===== config.mk =====
export PLATFORM = sky130hd
export DESIGN_NAME = bcd2bin_time
export DESIGN_NICKNAME = d
export VERILOG_FILES = /design/src/rtl/bcd2bin_time_pkg.sv /design/src/rtl/bcd2bin_time_pair.sv /design/src/rtl/bcd2bin_time.sv
export SDC_FILE = /design/constraint.sdc
export NUM_CORES = 1
export LEC_CHECK = 0
export BUFFER_PORTS_ARGS = -buffer_cell sky130_fd_sc_hd__buf_2
export CORE_MARGIN = 4
export CORE_UTILIZATION = 60
export CTS_CLUSTER_SIZE = 8
export DETAILED_ROUTE_END_ITERATION = 12
export GPL_ROUTABILITY_DRIVEN = 0
export MAX_ROUTING_LAYER = met4
export PLACE_DENSITY = 0.9
export SLEW_MARGIN = 20
export SYNTH_ARGS = -nofsm -noshare
export SYNTH_HDL_FRONTEND = slang
export SYNTH_SLANG_ARGS = --single-unit
export TNS_END_PERCENT = 100

===== constraint.sdc =====
create_clock -name clock -period 6.3 [get_ports clock]
set_clock_uncertainty 0.2 [all_clocks]
set_input_delay 0.63 -clock clock [delete_from_list [all_inputs] [get_ports clock]]
set_output_delay 0.63 -clock clock [all_outputs]
set_load 0.03 [all_outputs]

===== src/rtl/bcd2bin_time_pkg.sv =====
// Shared constants, state encoding and BCD helpers for the time-preset converter.
package bcd2bin_time_pkg;

  typedef enum logic [1:0] {
    S_IDLE    = 2'd0,
    S_CHECK   = 2'd1,
    S_CONVERT = 2'd2,
    S_FINISH  = 2'd3
  } state_e;

  localparam int CONVERT_STEPS = 7;
  localparam int MINUTE_MAX    = 59;
  localparam int SECOND_MAX    = 59;
  localparam int DIGIT_MAX     = 9;

  // Decimal value of a tens/ones digit pair; only meaningful when both digits are legal.
  function automatic int pair_val(input logic [7:0] p);
    return int'(p[7:4]) * 10 + int'(p[3:0]);
  endfunction

  function automatic logic digits_ok(input logic [31:0] v);
    logic ok;
    ok = 1'b1;
    for (int i = 0; i < 8; i++) begin
      if (int'(v[4*i +: 4]) > DIGIT_MAX) ok = 1'b0;
    end
    return ok;
  endfunction

endpackage


===== src/rtl/bcd2bin_time_pair.sv =====
// One digit-pair lane: reverse double-dabble, one shift/correct step per enabled cycle.
// bin_nxt_o is the result after the step in progress, so the caller can capture it on the last step.
module bcd_pair2bin (
  input  logic       clock_i,
  input  logic       reset_i,
  input  logic       load_i,
  input  logic       step_i,
  input  logic [7:0] bcd_i,
  output logic [6:0] bin_nxt_o
);

  logic [7:0] bcd_q, bcd_d, shifted;
  logic [6:0] bin_q, bin_d;

  always_comb begin
    shifted = {1'b0, bcd_q[7:1]};
    bin_d   = {bcd_q[0], bin_q[6:1]};
    bcd_d   = shifted;
    if (shifted[3:0] >= 4'd8) bcd_d[3:0] = shifted[3:0] - 4'd3;
    if (shifted[7:4] >= 4'd8) bcd_d[7:4] = shifted[7:4] - 4'd3;
  end

  always_ff @(posedge clock_i) begin
    if (reset_i) begin
      bcd_q <= '0;
      bin_q <= '0;
    end else if (load_i) begin
      bcd_q <= bcd_i;
      bin_q <= '0;
    end else if (step_i) begin
      bcd_q <= bcd_d;
      bin_q <= bin_d;
    end
  end

  assign bin_nxt_o = bin_d;

endmodule


===== src/rtl/bcd2bin_time.sv =====
// Validates a packed BCD hh:mm:ss.cc preset and converts it to binary in 10 cycles.
// Four parallel digit-pair lanes; the FSM, step counter and registered outputs live here.
module bcd2bin_time
  import bcd2bin_time_pkg::*;
#(
  parameter int HOUR_MAX = 23
) (
  input  logic        clock,
  input  logic        reset,
  input  logic        start,
  input  logic [31:0] bcd_in,
  output logic        busy,
  output logic        done,
  output logic        error,
  output logic [5:0]  hour,
  output logic [5:0]  minute,
  output logic [5:0]  second,
  output logic [6:0]  m_sec
);

  state_e      state_q;
  logic [31:0] bcd_q;
  logic [2:0]  step_cnt_q;
  logic        busy_q, done_q, error_q;
  logic [5:0]  hour_q, minute_q, second_q;
  logic [6:0]  m_sec_q;
  logic        bad_d, load_d, step_d, last_step_d;
  logic [6:0]  lane_nxt [4];

  always_comb begin
    bad_d = !digits_ok(bcd_q)
         || (pair_val(bcd_q[31:24]) > HOUR_MAX)
         || (pair_val(bcd_q[23:16]) > MINUTE_MAX)
         || (pair_val(bcd_q[15:8])  > SECOND_MAX);
    load_d      = (state_q == S_CHECK) && !bad_d;
    step_d      = (state_q == S_CONVERT);
    last_step_d = step_d && (step_cnt_q == 3'(CONVERT_STEPS - 1));
  end

  // Lane 3 = hours ... lane 0 = centiseconds.
  for (genvar g = 0; g < 4; g++) begin : g_lane
    bcd_pair2bin u_lane (
      .clock_i   (clock),
      .reset_i   (reset),
      .load_i    (load_d),
      .step_i    (step_d),
      .bcd_i     (bcd_q[8*g +: 8]),
      .bin_nxt_o (lane_nxt[g])
    );
  end

  always_ff @(posedge clock) begin
    if (reset) begin
      state_q    <= S_IDLE;
      bcd_q      <= '0;
      step_cnt_q <= '0;
      busy_q     <= 1'b0;
      done_q     <= 1'b0;
      error_q    <= 1'b0;
      hour_q     <= '0;
      minute_q   <= '0;
      second_q   <= '0;
      m_sec_q    <= '0;
    end else begin
      done_q  <= 1'b0;
      error_q <= 1'b0;
      case (state_q)
        S_IDLE: begin
          if (start) begin
            bcd_q   <= bcd_in;
            busy_q  <= 1'b1;
            state_q <= S_CHECK;
          end
        end
        S_CHECK: begin
          step_cnt_q <= '0;
          if (bad_d) begin
            error_q <= 1'b1;
            busy_q  <= 1'b0;
            state_q <= S_IDLE;
          end else begin
            state_q <= S_CONVERT;
          end
        end
        S_CONVERT: begin
          step_cnt_q <= step_cnt_q + 3'd1;
          if (last_step_d) begin
            hour_q   <= lane_nxt[3][5:0];
            minute_q <= lane_nxt[2][5:0];
            second_q <= lane_nxt[1][5:0];
            m_sec_q  <= lane_nxt[0];
            done_q   <= 1'b1;
            busy_q   <= 1'b0;
            state_q  <= S_FINISH;
          end
        end
        default: state_q <= S_IDLE;
      endcase
    end
  end

  assign busy   = busy_q;
  assign done   = done_q;
  assign error  = error_q;
  assign hour   = hour_q;
  assign minute = minute_q;
  assign second = second_q;
  assign m_sec  = m_sec_q;

endmodule


; Word level (Yosys, flattened, before mapping)
; Index checks and enable logic that the tools add are counted.
[totals]
out_inout_bits = 28
input_bits = 35
regBits = 125
[op_classes]
reduce_logical = 18
multipliers = 3
order_cmp = 15
addsub = 8
muxes = 31
bitwise_logic = 2
n_eq_ne = 6
[op_table]
columns = op, n
row1 = two-way mux 8 bit, 8
row2 = greater-than comparator 4 bit (second input constant), 8
row3 = adder 8 x 4 -> 9 bit, 3
row4 = multiplier 4 x 3 -> 7 bit (second input constant), 3
row5 = greater-than comparator 9 x 6 -> 1 bit (second input constant), 2
row6 = greater-or-equal comparator 4 bit (second input constant), 4
row7 = two-way mux 4 bit, 4
row8 = subtractor 4 x 2 -> 4 bit (second input constant), 4
row9 = two-way mux 1 bit, 13
row10 = greater-than comparator 9 x 5 -> 1 bit (second input constant), 1
row11 = two-way mux 2 bit, 3
row12 = != test 2 bit (second input constant), 3
row13 = case mux 2 bit (3 select lines), 1
row14 = case mux 3 bit (2 select lines), 1
row15 = AND reduction 2 bit, 3
row16 = OR reduction 2 bit, 3
row17 = AND reduction 4 bit, 1
row18 = nonzero test 2 bit, 2
row19 = adder 3 x 1 -> 3 bit (second input constant), 1
row20 = equality test 3 bit (second input constant), 1
row21 = logical OR 1 bit, 3
row22 = case mux 1 bit (3 select lines), 1
row23 = nonzero test 3 bit, 1
row24 = equality test 2 x 1 -> 1 bit (second input constant), 1
row25 = 5 further kinds, 8

; Logic depth before layout (Yosys ltp)
; Gate-level depths: netlist of run 1.
[logic_depth]
ltp_word = 16
depth_mapped = 13
mapped_depth_nobuf = 11

; By module
; Synthesis of run 1 repeated with hierarchy kept, for this count alone.
[unflattened]
hier_cells = 675
area_unflattened_um2 = 6020.8
[by_module_without_submodules]
columns = module, area_each_um2, instances, cells_each, seq_area_each_um2
row1 = bcd2bin_time, 3263.1, 1, 395, 1301.2
row2 = bcd_pair2bin, 689.4, 4, 70, 280.3

; Worst setup path after synthesis of run 1
; OpenSTA, ideal clock, no wires.
[synth_timing]
kind = reg2reg
start = register bcd_q[21]
end = register busy_q, in the netlist busy
t_required_ns = 5.979
arrival_time_ns = 2.770
setup_slack_ns = 3.210
setup_time_ns = 0.121
path_stages_with_launch = 13
cell_sequence = dfxtp_1 ha_1 ha_1 inv_1 fa_1 a21bo_2 a41oi_1 a21oi_1 a221oi_2 nand4_1 buf_4 nand2_1 mux2_2
[synth_between]
elab_chain_cells = 10
word_cells_on_any_way = 13
cone_classes = 1 x add/sub / 1 x mul / 2 x order compare / 1 x eq/ne / 3 x mux / 5 x reduce/logical
[synth_rtl]
columns = item, line
row1 = from (decl), bcd2bin_time.sv:22  ; logic [31:0] bcd_q;
row2 = from (signal assigned), bcd2bin_time.sv:70  ; bcd_q <= bcd_in;
row3 = branches (longest 6 deep; another with adder 8 x 4 -> 9 bit), --
row4 = logical OR 1 bit (*), bcd2bin_time.sv:33  ; || (pair_val(bcd_q[23:16]) > MINUTE_MAX)
row5 = logical OR 1 bit (*), bcd2bin_time.sv:34  ; || (pair_val(bcd_q[15:8]) > SECOND_MAX);
row6 = != test 2 bit (no line) (*), --
row7 = AND reduction 4 bit (no line) (*), --
row8 = to (signal assigned), bcd2bin_time.sv:57  ; busy_q <= 1'b0;
row9 = to (signal assigned), bcd2bin_time.sv:71  ; busy_q <= 1'b1;
row10 = to (signal assigned), bcd2bin_time.sv:79  ; busy_q <= 1'b0;
row11 = to (decl), bcd2bin_time.sv:24  ; logic busy_q, done_q, error_q;
; Mark *: on every way between the ends.
; A chain may end at the register's enable or synchronous reset.

; Final worst setup path of run 1
[layout_timing]
start = register bcd_q[21]
end = register g_lane[3].u_lane.bcd_q[7]
[layout_between]
elab_chain_cells = 11
word_cells_on_any_way = 15
cone_classes = 1 x add/sub / 1 x mul / 2 x order compare / 4 x mux / 7 x reduce/logical
[layout_rtl]
columns = item, line
row1 = branches (longest 6 deep; another with adder 8 x 4 -> 9 bit), --
row2 = logical OR 1 bit (*), bcd2bin_time.sv:33
row3 = logical OR 1 bit (*), bcd2bin_time.sv:34
row4 = zero test 1 bit (*), bcd2bin_time.sv:35  ; load_d = (state_q == S_CHECK) && !bad_d;
row5 = logical AND 1 bit (*), bcd2bin_time.sv:35
row6 = two-way mux 8 bit / nonzero test 2 bit (equally long branches), --
row7 = to (signal assigned), bcd2bin_time_pair.sv:28  ; bcd_q <= bcd_i;
row8 = to (decl), bcd2bin_time_pair.sv:12  ; logic [7:0] bcd_q, bcd_d, shifted;
; Marked as above.

==> reports/metrics.cfg, run 1 <==
[die]
die-area_um2=11200
io_pins=63
fp.dieH_um=106
die_w_um=106
initial_core_util_pct=61.9
core_area_um2=9240
row_count=35

[yosys]
yosysTopAreaCell=dfxtp_1
ys_seq_area_share_pct=42.4
synth_area_leaders=dfxtp_1, mux2i_1, nand2_1, ha_1, a21oi_1
synth_common_cells=nand2_1, dfxtp_1, a21oi_1
synth-async-reset-ratio_pct=0
synthFlopType=dfxtp_1
synth_cell_types=41
syn-instance-count=661
syn_nets=738
synth_top_area_share_pct=42.4
synth_area_per_cell_um2=8.65
synth_edf_count=0
synth_most_common_cell=nand2_1
ys_warn_count=0
ys_seq_elements=121
syn_area_um2=5720

[route]
ant_nets=0
wl_per_cell_um=14.0
routed_wl_um=11900
via_count=4616
drc=0
drt-pass1-iter-count=5
drt-initial-drc-count=273
avgViaCountPerCell=5.43

[layout]
syn_to_final_growth_pct=16.0
fillers=664
diodes=0
drive_gt1_share_pct=14.6
final_core_util_pct=71.8
final_nets=785

[global_routing]
grt_pass1_wl_um=20300
grt_start_max_net_pins=100
track_usage_pct=22.7
overflow=0
antenna_found_initial=0
grt_pass1_vias=4406

[clock_tree]
clkSinkCount=121
cts_root_buf=clkbuf_8
clk_path_buf_depth=2
cts_setup_buffers=0
h-tree-depth=4
hold_buffers=0
cts_tree=built
clk_pin_slew_ps=60
cts_resized=0
insertion_delay_ps=510
cts_buffers=17

[critical_path]
path_cells=ha_1 > ha_1 > inv_1 > fa_1 > a21bo_2 > a41oi_1 > a21oi_1 > a221oi_2 > nand4_1 > buf_4 > mux2i_1 > nor2_1
worstSetupPathType=reg -> reg
required_ps=6460
critPathArrivalTime_ps=3870
cp-start-kind=flop
critical_path.endpoint_type=flop
cpPeakStageDelay_ps=520
cpMaxStageDelayCell=fa_1
crit_path_max_fanout=43
cp_common_cell=ha_1

[timing]
timing.fmax_mhz=269
relSlewSlack_pct=31.5
period_minus_slack_ps=3710
tightest_slew_ps=1030
slew_violations=0
rsz0062_at_grt=no
fin_setup_tns_ps=0
hold_viol_final=0
min_period_over_period_pct=59.0
setup_viol=0

[pwr]
power_density_nw_per_um2=396
peakVddDrop_mv=0.203
power_leakage_nw=2.79

[placed_design]
port_buffers=62
place_hpwl_um=7720

[job]
drv_cap=0

[min_path]
min_path_type=in -> reg

[status]
status=finished clean

-- routing by layer --
layer / up-vias / share of wire, % / track usage (%)
met1: 2133 / 43 / 27.2
li1: 2316 / - / -
met5: - / 0 / -
met2: 151 / 50 / 37.4
met4: 0 / 1.4 / 7.68
met3: 16 / 5.9 / 5.57
-- sequential cells by signal (all words and copies together) (netlist names) --
signal               count
minute                   6
step_cnt_q               3
state_q                  2
m_sec                    7
g_lane.u_lane.bcd_q     32
busy                     1
second                   6
bcd_q                   32
done                     1
error                    1
hour                     6
g_lane.u_lane.bin_q     24
-- report_power, final --
| part | internal (mW) | leakage (nW) | switching, mW |
|---|---|---|---|
| Clock | 0.529 | 0.251 | 0.371 |
| Sequential | 0.875 | 0.982 | 0.115 |
| Combinational | 0.313 | 1.55 | 0.427 |
| Total | 1.72 | 2.79 | 0.913 |
-- logic make-up (layout without fill, tap and decap cells) --
family	count (synthesis)	in the layout	synth area share [%]
AOI/OAI and AO/OA	128	128	13.0
xor gates and xnor gates	14	14	2.28
muxes	62	62	10.9
DFF	121	121	42.4
and+or+nand+nor	229	229	16.9
adders and majority gates	42	42	9.98
buffers and inverters	65	125	4.57
-- cell type report --
cell class,instances,area [µm²],share of cell area (%)
Sequential cell,121,2420,36.5
Clock inverter,15,146,2.21
Inverter,28,105,1.58
Timing Repair Buffer,65,333,5.02
Multi-Input combinational cell,475,3050,46.0
Tap cell,129,161,2.43
Clock buffer,17,414,6.24
-- critical path, delay by kind of cell, from the launching register on --
| kind | cells | cell delay [ps] |
|---|---|---|
| compound gates | 4 | 870 |
| simple gates | 2 | 360 |
| fa+ha+maj | 3 | 990 |
| mux | 1 | 260 |
| buf+inv | 2 | 450 |
| flops | 1 | 390 |
-- metrics by stage --
step	instances	hold slack, ps	area, µm²	setup slack [ps]	total power [mW]
after floorplan	661	231	5720	3210	1.58
after global placement	818	240	6070	2770	1.68
after detailed placement	818	243	6070	2600	1.73
after CTS	850	131	6630	2560	2.63
after global routing	850	138	6640	2440	2.78
final	850	150	6640	2590	2.63
-- path summary, 6_finish.rpt --
kind                   start                        end  slack [ps]  cells after the start
setup reg to reg   bcd_q[21]  g_lane[3].u_lane.bcd_q[7]        2590                     12
hold / removal    bcd_in[20]                  bcd_q[20]         150                      3
hold reg to reg     m_sec[0]                   m_sec[0]         250                      2
setup / recovery   bcd_q[21]  g_lane[3].u_lane.bcd_q[7]        2590                     12
-- placed cells by master, fill, tap and decap left out, drive strengths merged, types with 2 or more instances in the layout --
master and n:
clkinvlp 7, fa 6, inv 31, buf 65, a21oi 84, a211o 4
nand2 126, nor2b 30, dfxtp 121, nor4 2, a31oi 5, xor2 3
mux2i 61, clkbuf 17, xnor2 11, a211oi 15, nand3 3, nor2 58
nand3b 2, o21ai 10, clkinv 4, a311oi 2, nor3 2, ha 36
nand4 2
No activity file was read; power rests on OpenSTA's default activity.
==> inputs of run 2 (changes only) <==
--- a/config.mk
+++ b/config.mk
@@ -7,12 +7,12 @@
 export LEC_CHECK = 0
 export BUFFER_PORTS_ARGS = -buffer_cell sky130_fd_sc_hd__buf_2
 export CORE_MARGIN = 4
-export CORE_UTILIZATION = 60
+export CORE_UTILIZATION = 59
 export CTS_CLUSTER_SIZE = 8
 export DETAILED_ROUTE_END_ITERATION = 12
 export GPL_ROUTABILITY_DRIVEN = 0
 export MAX_ROUTING_LAYER = met4
-export PLACE_DENSITY = 0.9
+export PLACE_DENSITY = 0.89
 export SLEW_MARGIN = 20
 export SYNTH_ARGS = -nofsm -noshare
 export SYNTH_HDL_FRONTEND = slang
==> constraint.sdc (replaced) <==
create_clock -name clock -period 3.7 [get_ports clock]
set_clock_uncertainty 0.2 [all_clocks]
set_input_delay 0.37 -clock clock [delete_from_list [all_inputs] [get_ports clock]]
set_output_delay 0.37 -clock clock [all_outputs]
set_load 0.03 [all_outputs]
==> reports/metrics.cfg, run 2 (synthesis gave the netlist of run 1 again) <==
[pwr]
power_leakage_nw=2.99
power_switching_mw=1.63
peakVddDrop_mv=0.405
p_seq_share_pct=35.6
power_density_nw_per_um2=673
clkPwrFrac_pct=36.1
p_int_mw=3.11
p_total_mw=4.74
swShare_pct=34.4
p_comb_share_pct=28.3

[critical_path]
crit_start=bcd_q[21]
worstSetupPathType=reg -> reg
r2r_slack_ps=120
crit_path_max_fanout=34
required_ps=3850
r2r-start=bcd_q[21]
critical_path.endpoint_type=flop
cp-start-kind=flop
critPathArrivalTime_ps=3730
ff2ff_path_depth=12

[timing]
min_period_over_period_pct=96.7
relSlewSlack_pct=26.4
timing.fmax_mhz=280
slew_violations=0
rsz0062_at_grt=yes
hold_viol_final=0
period_minus_slack_ps=3580
setup_ws_ps=122
setup_viol=0
tightest_slew_ps=1100

[global_routing]
track_usage_pct=26.1
grt_pass1_vias=5017
grt_pass1_wl_um=23100
grt_start_max_net_pins=51
overflow=0
antenna_found_initial=0

[layout]
diodes=0
final_nets=820
regArea_um2=2430
fillers=632
reg_top3=bcd_q x32, g_lane.u_lane.bcd_q x32, g_lane.u_lane.bin_q x24
drive_gt1_share_pct=14.4
syn_to_final_growth_pct=23.3
final_core_util_pct=75.6
multiInputGateArea_um2=3050
mostFrequentLayoutCells=nand2_1, dfxtp_1, a21oi_1
final_common_cell=nand2_1

[placed_design]
dpl_worst_slack_ps=227
place_hpwl_um=8010
port_buffers=62

[die]
initial_core_util_pct=61.3
row_count=35
die-area_um2=11300
core_area_um2=9330
fp.dieH_um=106
die_w_um=106
io_pins=63

[status]
status=finished clean

[min_path]
min_path_type=in -> reg
hold_depth=4
min_from=start

[clock_tree]
h-tree-depth=4
cts_tree=built
clkSinkCount=121
clk_pin_slew_ps=60
cts_root_buf=clkbuf_8
cts_buffers=17
clk_path_buf_depth=2
insertion_delay_ps=520

[route]
via_count=4913
wl_per_cell_um=15.4
routed_wl_um=13700
drt-initial-drc-count=216
avgViaCountPerCell=5.55
drc=0
drt-pass1-iter-count=5
ant_nets=0

[job]
drv_cap=0

run 2: through the flow:
stage | hold WS [ps] | cells | instance area, µm² | TNS [ps]
global route | 239 | 885 | 7050 | -50.6
global placement | 240 | 821 | 6100 | 0
finish | 224 | 885 | 7050 | 0
floorplan | 231 | 661 | 5720 | 0
detailed placement | 243 | 821 | 6100 | 0
CTS | 197 | 885 | 7040 | 0
run 2: layout make-up:
cell class	count	area share (%)
Timing Repair Buffer	100	9.82
Clock inverter	15	2.88
Clock buffer	17	5.88
Tap cell	129	2.29
Multi-Input combinational cell	475	43.2
Sequential cell	121	34.4
Inverter	28	1.49
run 2: power by group through the flow:
stage	clock (mW)	combinational (mW)	sequential [mW]
2_1_floorplan	0	1.02	1.66
5_1_grt	1.79	1.49	1.72
6_report	1.71	1.34	1.69
4_1_cts	1.73	1.32	1.68
3_3_place_gp	0	1.19	1.69
3_5_place_dp	0	1.25	1.71
run 2: per-layer routing:
layer  global-route usage [%]  wire (µm)
met3                     5.28        722
met5                        -          0
met4                     13.2        498
met2                     45.0       6860
met1                     28.6       5580
run 2: final timing paths:
path | end
min | state_q[1]
max | g_lane[3].u_lane.bcd_q[7]
max reg2reg | g_lane[3].u_lane.bcd_q[7]
min reg2reg | second[0]
run 2: what timing repair did:
| item | in CTS | in global routing |
|---|---|---|
| setup endpoints to repair | 0 | 42 |
| setup buffers | 0 | 0 |
| hold endpoints to repair | 32 | 0 |
| hold buffers | 32 | 0 |
| resized for setup | 0 | 4 |
run 2: critical path, stage by stage (launching register included):
cell and delay (ps):
dfxtp_2 360, ha_1 310, ha_1 240, inv_1 80, fa_1 460, a211oi_1 240, mux2i_1 150, or2_0 270
a221oi_2 280, nand4_1 220, buf_4 330, mux2i_1 200, nor2_1 80
